===== src/rtl/arb_pkg.sv =====
// Shared types and helpers for the packet-aware round-robin stream arbiter
// and any later schedulers built on the same priority pick.
package arb_pkg;

  typedef enum logic {
    IDLE   = 1'b0,
    LOCKED = 1'b1
  } arb_state_t;

  function automatic int rr_next(input int ptr, input int n);
    return (ptr + 1 >= n) ? 0 : ptr + 1;
  endfunction

endpackage


===== src/rtl/rr_priority_pick.sv =====
// Combinational rotating-priority pick: the first set bit of i_valid,
// searching from i_ptr upwards and wrapping past N_REQ-1 to 0.
module rr_priority_pick #(
  parameter int N_REQ = 4,
  parameter int ID_W  = $clog2(N_REQ)
) (
  input  logic [N_REQ-1:0] i_valid,
  input  logic [ID_W-1:0]  i_ptr,
  output logic [ID_W-1:0]  o_pick,
  output logic             o_any
);

  logic [ID_W:0]   w_sum;
  logic [ID_W-1:0] w_idx;
  logic            w_found;

  // One extra bit on the sum so ptr+k can be wrapped without overflow.
  always_comb begin
    o_pick  = '0;
    w_found = 1'b0;
    w_sum   = '0;
    w_idx   = '0;
    for (int k = 0; k < N_REQ; k++) begin
      w_sum = {1'b0, i_ptr} + (ID_W+1)'(k);
      if (w_sum >= (ID_W+1)'(N_REQ)) w_sum = w_sum - (ID_W+1)'(N_REQ);
      w_idx = w_sum[ID_W-1:0];
      if (!w_found && i_valid[w_idx]) begin
        o_pick  = w_idx;
        w_found = 1'b1;
      end
    end
  end

  assign o_any = |i_valid;

endmodule


===== src/rtl/round_robin_stream_arbiter.sv =====
// N-way packet-aware round-robin arbiter: a winner owns the shared stream
// until its last beat is accepted; the data path is purely combinational.
module round_robin_stream_arbiter
  import arb_pkg::*;
#(
  parameter int N_REQ  = 4,
  parameter int DATA_W = 8,
  parameter int ID_W   = $clog2(N_REQ)
) (
  input  logic                    clk,
  input  logic                    rst,
  input  logic [N_REQ-1:0]        in_valid,
  input  logic [N_REQ-1:0]        in_last,
  input  logic [N_REQ*DATA_W-1:0] in_data,
  output logic [N_REQ-1:0]        in_ready,
  output logic                    out_valid,
  output logic                    out_last,
  output logic [DATA_W-1:0]       out_data,
  output logic [ID_W-1:0]         out_id,
  input  logic                    out_ready
);

  arb_state_t      r_state, w_state_nxt;
  logic [ID_W-1:0] r_ptr, w_ptr_nxt;
  logic [ID_W-1:0] r_owner, w_owner_nxt;
  logic [ID_W-1:0] w_pick;
  logic [ID_W-1:0] w_gid;
  logic            w_any;
  logic            w_xfer;
  logic [DATA_W-1:0] w_data_arr [N_REQ];

  rr_priority_pick #(
    .N_REQ (N_REQ),
    .ID_W  (ID_W)
  ) u_pick (
    .i_valid (in_valid),
    .i_ptr   (r_ptr),
    .o_pick  (w_pick),
    .o_any   (w_any)
  );

  for (genvar g = 0; g < N_REQ; g++) begin : g_data
    assign w_data_arr[g] = in_data[g*DATA_W +: DATA_W];
  end

  // Output mux: the owner is frozen while locked, otherwise the live pick.
  assign w_gid     = rst ? '0 : ((r_state == LOCKED) ? r_owner : w_pick);
  assign out_valid = !rst && ((r_state == LOCKED) ? in_valid[w_gid] : w_any);
  assign out_last  = in_last[w_gid];
  assign out_data  = w_data_arr[w_gid];
  assign out_id    = w_gid;
  assign w_xfer    = out_valid && out_ready;

  always_comb begin
    in_ready = '0;
    for (int i = 0; i < N_REQ; i++) begin
      if (w_xfer && (w_gid == ID_W'(i))) in_ready[i] = 1'b1;
    end
  end

  // A stalled pick locks too, so out_data cannot change under a stall.
  always_comb begin
    w_state_nxt = r_state;
    w_ptr_nxt   = r_ptr;
    w_owner_nxt = r_owner;
    case (r_state)
      IDLE: begin
        if (out_valid) begin
          if (out_ready && out_last) begin
            w_ptr_nxt = ID_W'(rr_next(int'(w_gid), N_REQ));
          end else begin
            w_state_nxt = LOCKED;
            w_owner_nxt = w_pick;
          end
        end
      end
      LOCKED: begin
        if (w_xfer && out_last) begin
          w_state_nxt = IDLE;
          w_ptr_nxt   = ID_W'(rr_next(int'(r_owner), N_REQ));
        end
      end
      default: w_state_nxt = IDLE;
    endcase
  end

  always_ff @(posedge clk or posedge rst) begin
    if (rst) begin
      r_state <= IDLE;
      r_ptr   <= '0;
      r_owner <= '0;
    end else begin
      r_state <= w_state_nxt;
      r_ptr   <= w_ptr_nxt;
      r_owner <= w_owner_nxt;
    end
  end

endmodule


===== config.mk =====
export PLATFORM = sky130hd
export DESIGN_NAME = round_robin_stream_arbiter
export DESIGN_NICKNAME = d
export VERILOG_FILES = /design/src/rtl/arb_pkg.sv /design/src/rtl/rr_priority_pick.sv /design/src/rtl/round_robin_stream_arbiter.sv
export SDC_FILE = /design/constraint.sdc
export NUM_CORES = 1
export LEC_CHECK = 0
export CORE_MARGIN = 8
export CORE_UTILIZATION = 59
export CTS_BUF_LIST = sky130_fd_sc_hd__clkbuf_4
export DETAILED_ROUTE_END_ITERATION = 10
export DONT_BUFFER_PORTS = 1
export PLACE_DENSITY = 0.84
export SETUP_SLACK_MARGIN = 0.3
export SLEW_MARGIN = 25
export SYNTH_ARGS = -nofsm -noshare
export SYNTH_HDL_FRONTEND = slang
export SYNTH_SLANG_ARGS = --single-unit

===== constraint.sdc =====
create_clock -name clk -period 2.25 [get_ports clk]
set_input_delay 0.3375 -clock clk [delete_from_list [all_inputs] [get_ports clk]]
set_output_delay 0.3375 -clock clk [all_outputs]
set_load 0.01 [all_outputs]

==> results of run 1 <==
-- cell families after synthesis --
family	Yosys count	share of synthesized area, %
compound gates	26	22.95
fa+ha+maj	5	7.452
buf+inv	13	7.452
flops	5	14.90
mux	6	11.62
simple gates	63	35.62
-- synth_stat cells --
master / count
a2111oi_4: 1
a211o_1: 1
a21oi_1: 4
a21oi_2: 1
a31oi_1: 10
and2_1: 1
and2b_1: 1
and3_1: 12
buf_2: 2
buf_4: 1
buf_6: 1
clkbuf_1: 1
dfrtp_1: 5
ha_1: 5
inv_1: 7
inv_2: 1
mux2_4: 1
mux2i_1: 2
mux2i_2: 1
mux2i_4: 1
mux4_1: 1
nand2_1: 36
nand2_2: 1
nor2_1: 4
nor2b_1: 1
nor2b_4: 1
nor3_1: 4
o21a_1: 3
o21ai_0: 3
o31a_1: 1
o32a_1: 1
o32ai_1: 1
or2_2: 1
or4_1: 1
-- stage by stage --
stage               cell area [µm²]  hold WS (ns)  setup slack, ns   TNS, ns  cells
global placement               1010        0.1498        -0.009620  -0.05371    144
floorplan                     919.6        0.1241         -0.02032  -0.02032    118
detailed placement             1010        0.1505         -0.08409   -0.6160    144
==> results.yml, run 1 <==
outcome:
  status: "stopped before the end"
  stop_stage: "clock tree synthesis (4_1_cts)"
  error_line: "[ERROR DPL-0038] Utilization greater than 100%, impossible to legalize"
clock_tree:
  cts-root-buf: "clkbuf_4"
  clockBufferDepth: 2
  htreeDepth: 1
  cts_setup_buffers: 11
  cts_sinks: 5
  cts_made_buffers: 3
  cts_hold_buf: 1
  post_cts_resized: 40
logic_synthesis:
  syn-cell-area_um2: 839.6
  synth.ff_latch_count: 5
  synth_area_leaders: "nand2_1 (16%), dfrtp_1 (15%), and3_1 (8.9%), a31oi_1 (7.5%), ha_1 (7.5%)"
  yosysWarnings: 0
  synth_cells: 118
  yosysTopAreaCell: "nand2_1"
  netlist.area_leader.share_pct: 16.10
  synth_cell_types: 34
  synth.yosys.seq_area_share_pct: 14.90
  syn_avg_cell_area_um2: 7.115
  syn_nets: 166
floorplanning:
  initial_core_util_pct: 63.72
  io_pins: 59
  fp-row-count: 13
  die_x_um: 53.72
  die_y_um: 53.72
placed_design:
  place_congestion: 0.7806
  io_buffer_count: 0
  dp_hpwl_um: 2301
==> run 2: changes to the inputs <==
Settings changed: CORE_AREA from default to 8 8 69 71, CORE_MARGIN 8 to default, CORE_UTILIZATION 59 to default, CTS_BUF_LIST sky130_fd_sc_hd__clkbuf_4 to default, DIE_AREA from default to 0 0 77 79, PLACE_DENSITY 0.84 to default, PLACE_DENSITY_LB_ADDON from default to 0.15, SETUP_SLACK_MARGIN 0.3 to default.
Clock period 2.25 ns to 2.93 ns, I/O delays scaled along.
==> results.yml, run 2 <==
detailed_routing:
  routed_wl_um: 2782
  drc: 0
  ant_nets: 0
  dr_total_vias: 899
  drt_iter0_drc: 33
  drtPass1Iterations: 4
  vias_per_cell: 5.051
  wl_per_cell_um: 15.63
placed_design:
  dp_hpwl_um: 2327
  io_buffer_count: 0
  place_congestion: 0.7450
  dp.cells: 174
  placed_area_um2: 952.2
cells_and_area:
  area_growth_pct: 18.93
  finalNetCount: 177
  multi_input_area_um2: 651.9
  instances_no_fill: 178
  drive_gt1_share_pct: 17.97
  layout_commonest_cell: "nand2_1"
  final_cell_area_um2: 998.5
  diodes: 0
  fillCellCount: 434
  layout_common_cells: "nand2_1 (36), and3_1 (12), buf_4 (11)"
  largestRegisters: "r_owner: 2 flops, r_ptr: 2 flops, r_state: 1 flops"
  seq_area_um2: 125.1
floorplanning:
  fp-row-count: 23
  io_pins: 59
  die_x_um: 77
  die-area_um2: 6083
  core_area_um2: 3799
  initial_core_util_pct: 22.10
  die_y_um: 79
global_route:
  first_global_vias: 951
  grt-ovfl-total: 0
  grt_max_degree: 20
  antenna_found_initial: 0
  track_usage_pct: 8.694
  grt_first_pass_wirelength_um: 4298
timing:
  fmax_ghz: 0.3615
  hold_viol: 0
  worstMarginPinSlew_ns: 0.3582
  tns_ns: 0
  rsz0062_at_grt: "no"
  timing.final.crit_share_pct: 94.42
  setup_viol: 0
  drv_slew: 0
  skew_ns: 0.004480
  period_needed_ns: 2.767
  maxSlewHeadroom_pct: 76.01
logic_synthesis:
  yosysWarnings: 0
  synth_cells: 118
  syn_avg_cell_area_um2: 7.115
  synth_flop_cell: "dfrtp_1"
  synth_area_leaders: "nand2_1 (16%), dfrtp_1 (15%), and3_1 (8.9%), a31oi_1 (7.5%), ha_1 (7.5%)"
  synth.ff_latch_count: 5
  synth.most_common_cell: "nand2_1"
  synthArstFlopShare_pct: 100.0
  netlist.area_leader.share_pct: 16.10
  synth.top_cells.by_count: "nand2_1 (36), and3_1 (12), a31oi_1 (10), inv_1 (7)"
  syn_nets: 166
  synth_cell_types: 34
  yosysTopAreaCell: "nand2_1"
  synth_edf_count: 0
  synth.yosys.seq_area_share_pct: 14.90
  syn-cell-area_um2: 839.6
clock_tree:
  cts_setup_buffers: 0
  clockBufferDepth: 2
  htreeDepth: 1
  path_clk_slew_ns: 0.04
  cts_made_buffers: 3
  insertion_delay_ns: 0.23
  cts_tree: "done"
  cts_sinks: 5
  cts-root-buf: "clkbuf_8"
pwr:
  power_switching_share_pct: 46.71
  clkPwrFrac_pct: 15.0
  p_per_area_nw_per_um2: 867.1
  comb_power_share_pct: 67.8
  ir_drop_mv: 0.2266
  leakage_uw: 0.0004871
  p_switching_uw: 404.4
  internal_power_uw: 461.4
  p_seq_share_pct: 17.2
setup_path:
  crit_path_start_kind: "flip-flop"
  required_ns: 2.49
  path_max_fanout: 19
  path_cells: "and2b_1 > a2111oi_4 > or4_1 > clkinv_2 > nand2_1 > and3_1 > a31oi_1 > buf_4"
  critPathSlowestCell: "or4_1"
  critPathKind: "flip-flop to output pin"
  endpoint_kind: "output pin"
  max_stage_delay_ns: 0.56
  critPathArrivalTime_ns: 2.33
hold_path:
  hp-class: "primary input to asynchronous set/reset pin"
flow_run:
  max_cap_violations: 0
outcome:
  status: "completed"
## run 2: cell counts after synthesis
No cell type changed its count.
## run 2: per-stage QoR
stage,util [%],total power [µW],setup WS (ns),hold slack (ns)
floorplan,-,562.5,0.3831,0.2261
global placement,25.07,753.2,0.3292,0.2679
detailed placement,25.07,750.0,0.3267,0.2683
CTS,26.25,884.6,0.07757,0.02907
global route,26.28,949.9,0.009855,0.03827
finish,26.28,865.8,0.1635,0.02423
## run 2: area by class of cell
type / count / share of cell area [%]
tap: 50 / 6.266
timing repair buffer: 11 / 8.271
inverter: 8 / 3.133
sequential: 5 / 12.53
clock buffer: 4 / 4.511
multi-input combinational: 100 / 65.29
## run 2: what timing repair did
| item | CTS | global route |
|---|---|---|
| hold buffers | 0 | 0 |
| gates resized for setup | 0 | 1 |
| setup endpoints to repair | 0 | 7 |
## run 2: cell families (layout without fill, tap and decap cells)
group                      Yosys count  in the layout  share of synthesized area (%)
adders and majority gates            5              5                          7.452
muxes                                6              6                          11.62
and+or+nand+nor                     63             63                          35.62
DFF                                  5              5                          14.90
AOI/OAI and AO/OA                   26             26                          22.95
buffers and inverters               13             23                          7.452
## run 2: final timing paths
path	from	end	slack (ns)	depth (start not counted)
worst max-delay path	r_ptr[0]$_DFFE_PP0P_	out_data[4]	0.16	8
worst min-delay path	rst	r_owner[1]$_DFFE_PP0P_	0.02	1
worst max register to register	r_ptr[0]$_DFFE_PP0P_	r_ptr[0]$_DFFE_PP0P_	0.38	8
worst min register to register	r_ptr[0]$_DFFE_PP0P_	r_ptr[0]$_DFFE_PP0P_	0.56	1
max in group asynchronous	rst	r_ptr[0]$_DFFE_PP0P_	2.70	1
min in group clk	out_ready	r_owner[1]$_DFFE_PP0P_	0.43	2
## run 2: critical path, delay by kind of cell (launching register included)
| kind | cells | cell delay [ns] |
|---|---|---|
| buffers and inverters | 2 | 0.39 |
| and+or+nand+nor | 4 | 1.13 |
| AOI/OAI and AO/OA | 2 | 0.20 |
| DFF | 1 | 0.39 |
## run 2: per-layer routing
layer  track usage, %  share of wire (%)
met3            2.709                6.5
met1            8.816                 39
met5                0                  0
met2            15.72                 52
met4            4.717                2.3
## run 2: power groups by stage
stage / sequential (µW) / combinational [µW] / clock (µW)
after detailed placement: 151 / 599 / 0
final: 149 / 587 / 130
after CTS: 151 / 601 / 133
after floorplan: 125 / 438 / 0
after global routing: 156 / 655 / 139
after global placement: 154 / 600 / 0
No activity file was read; power rests on OpenSTA's default activity.
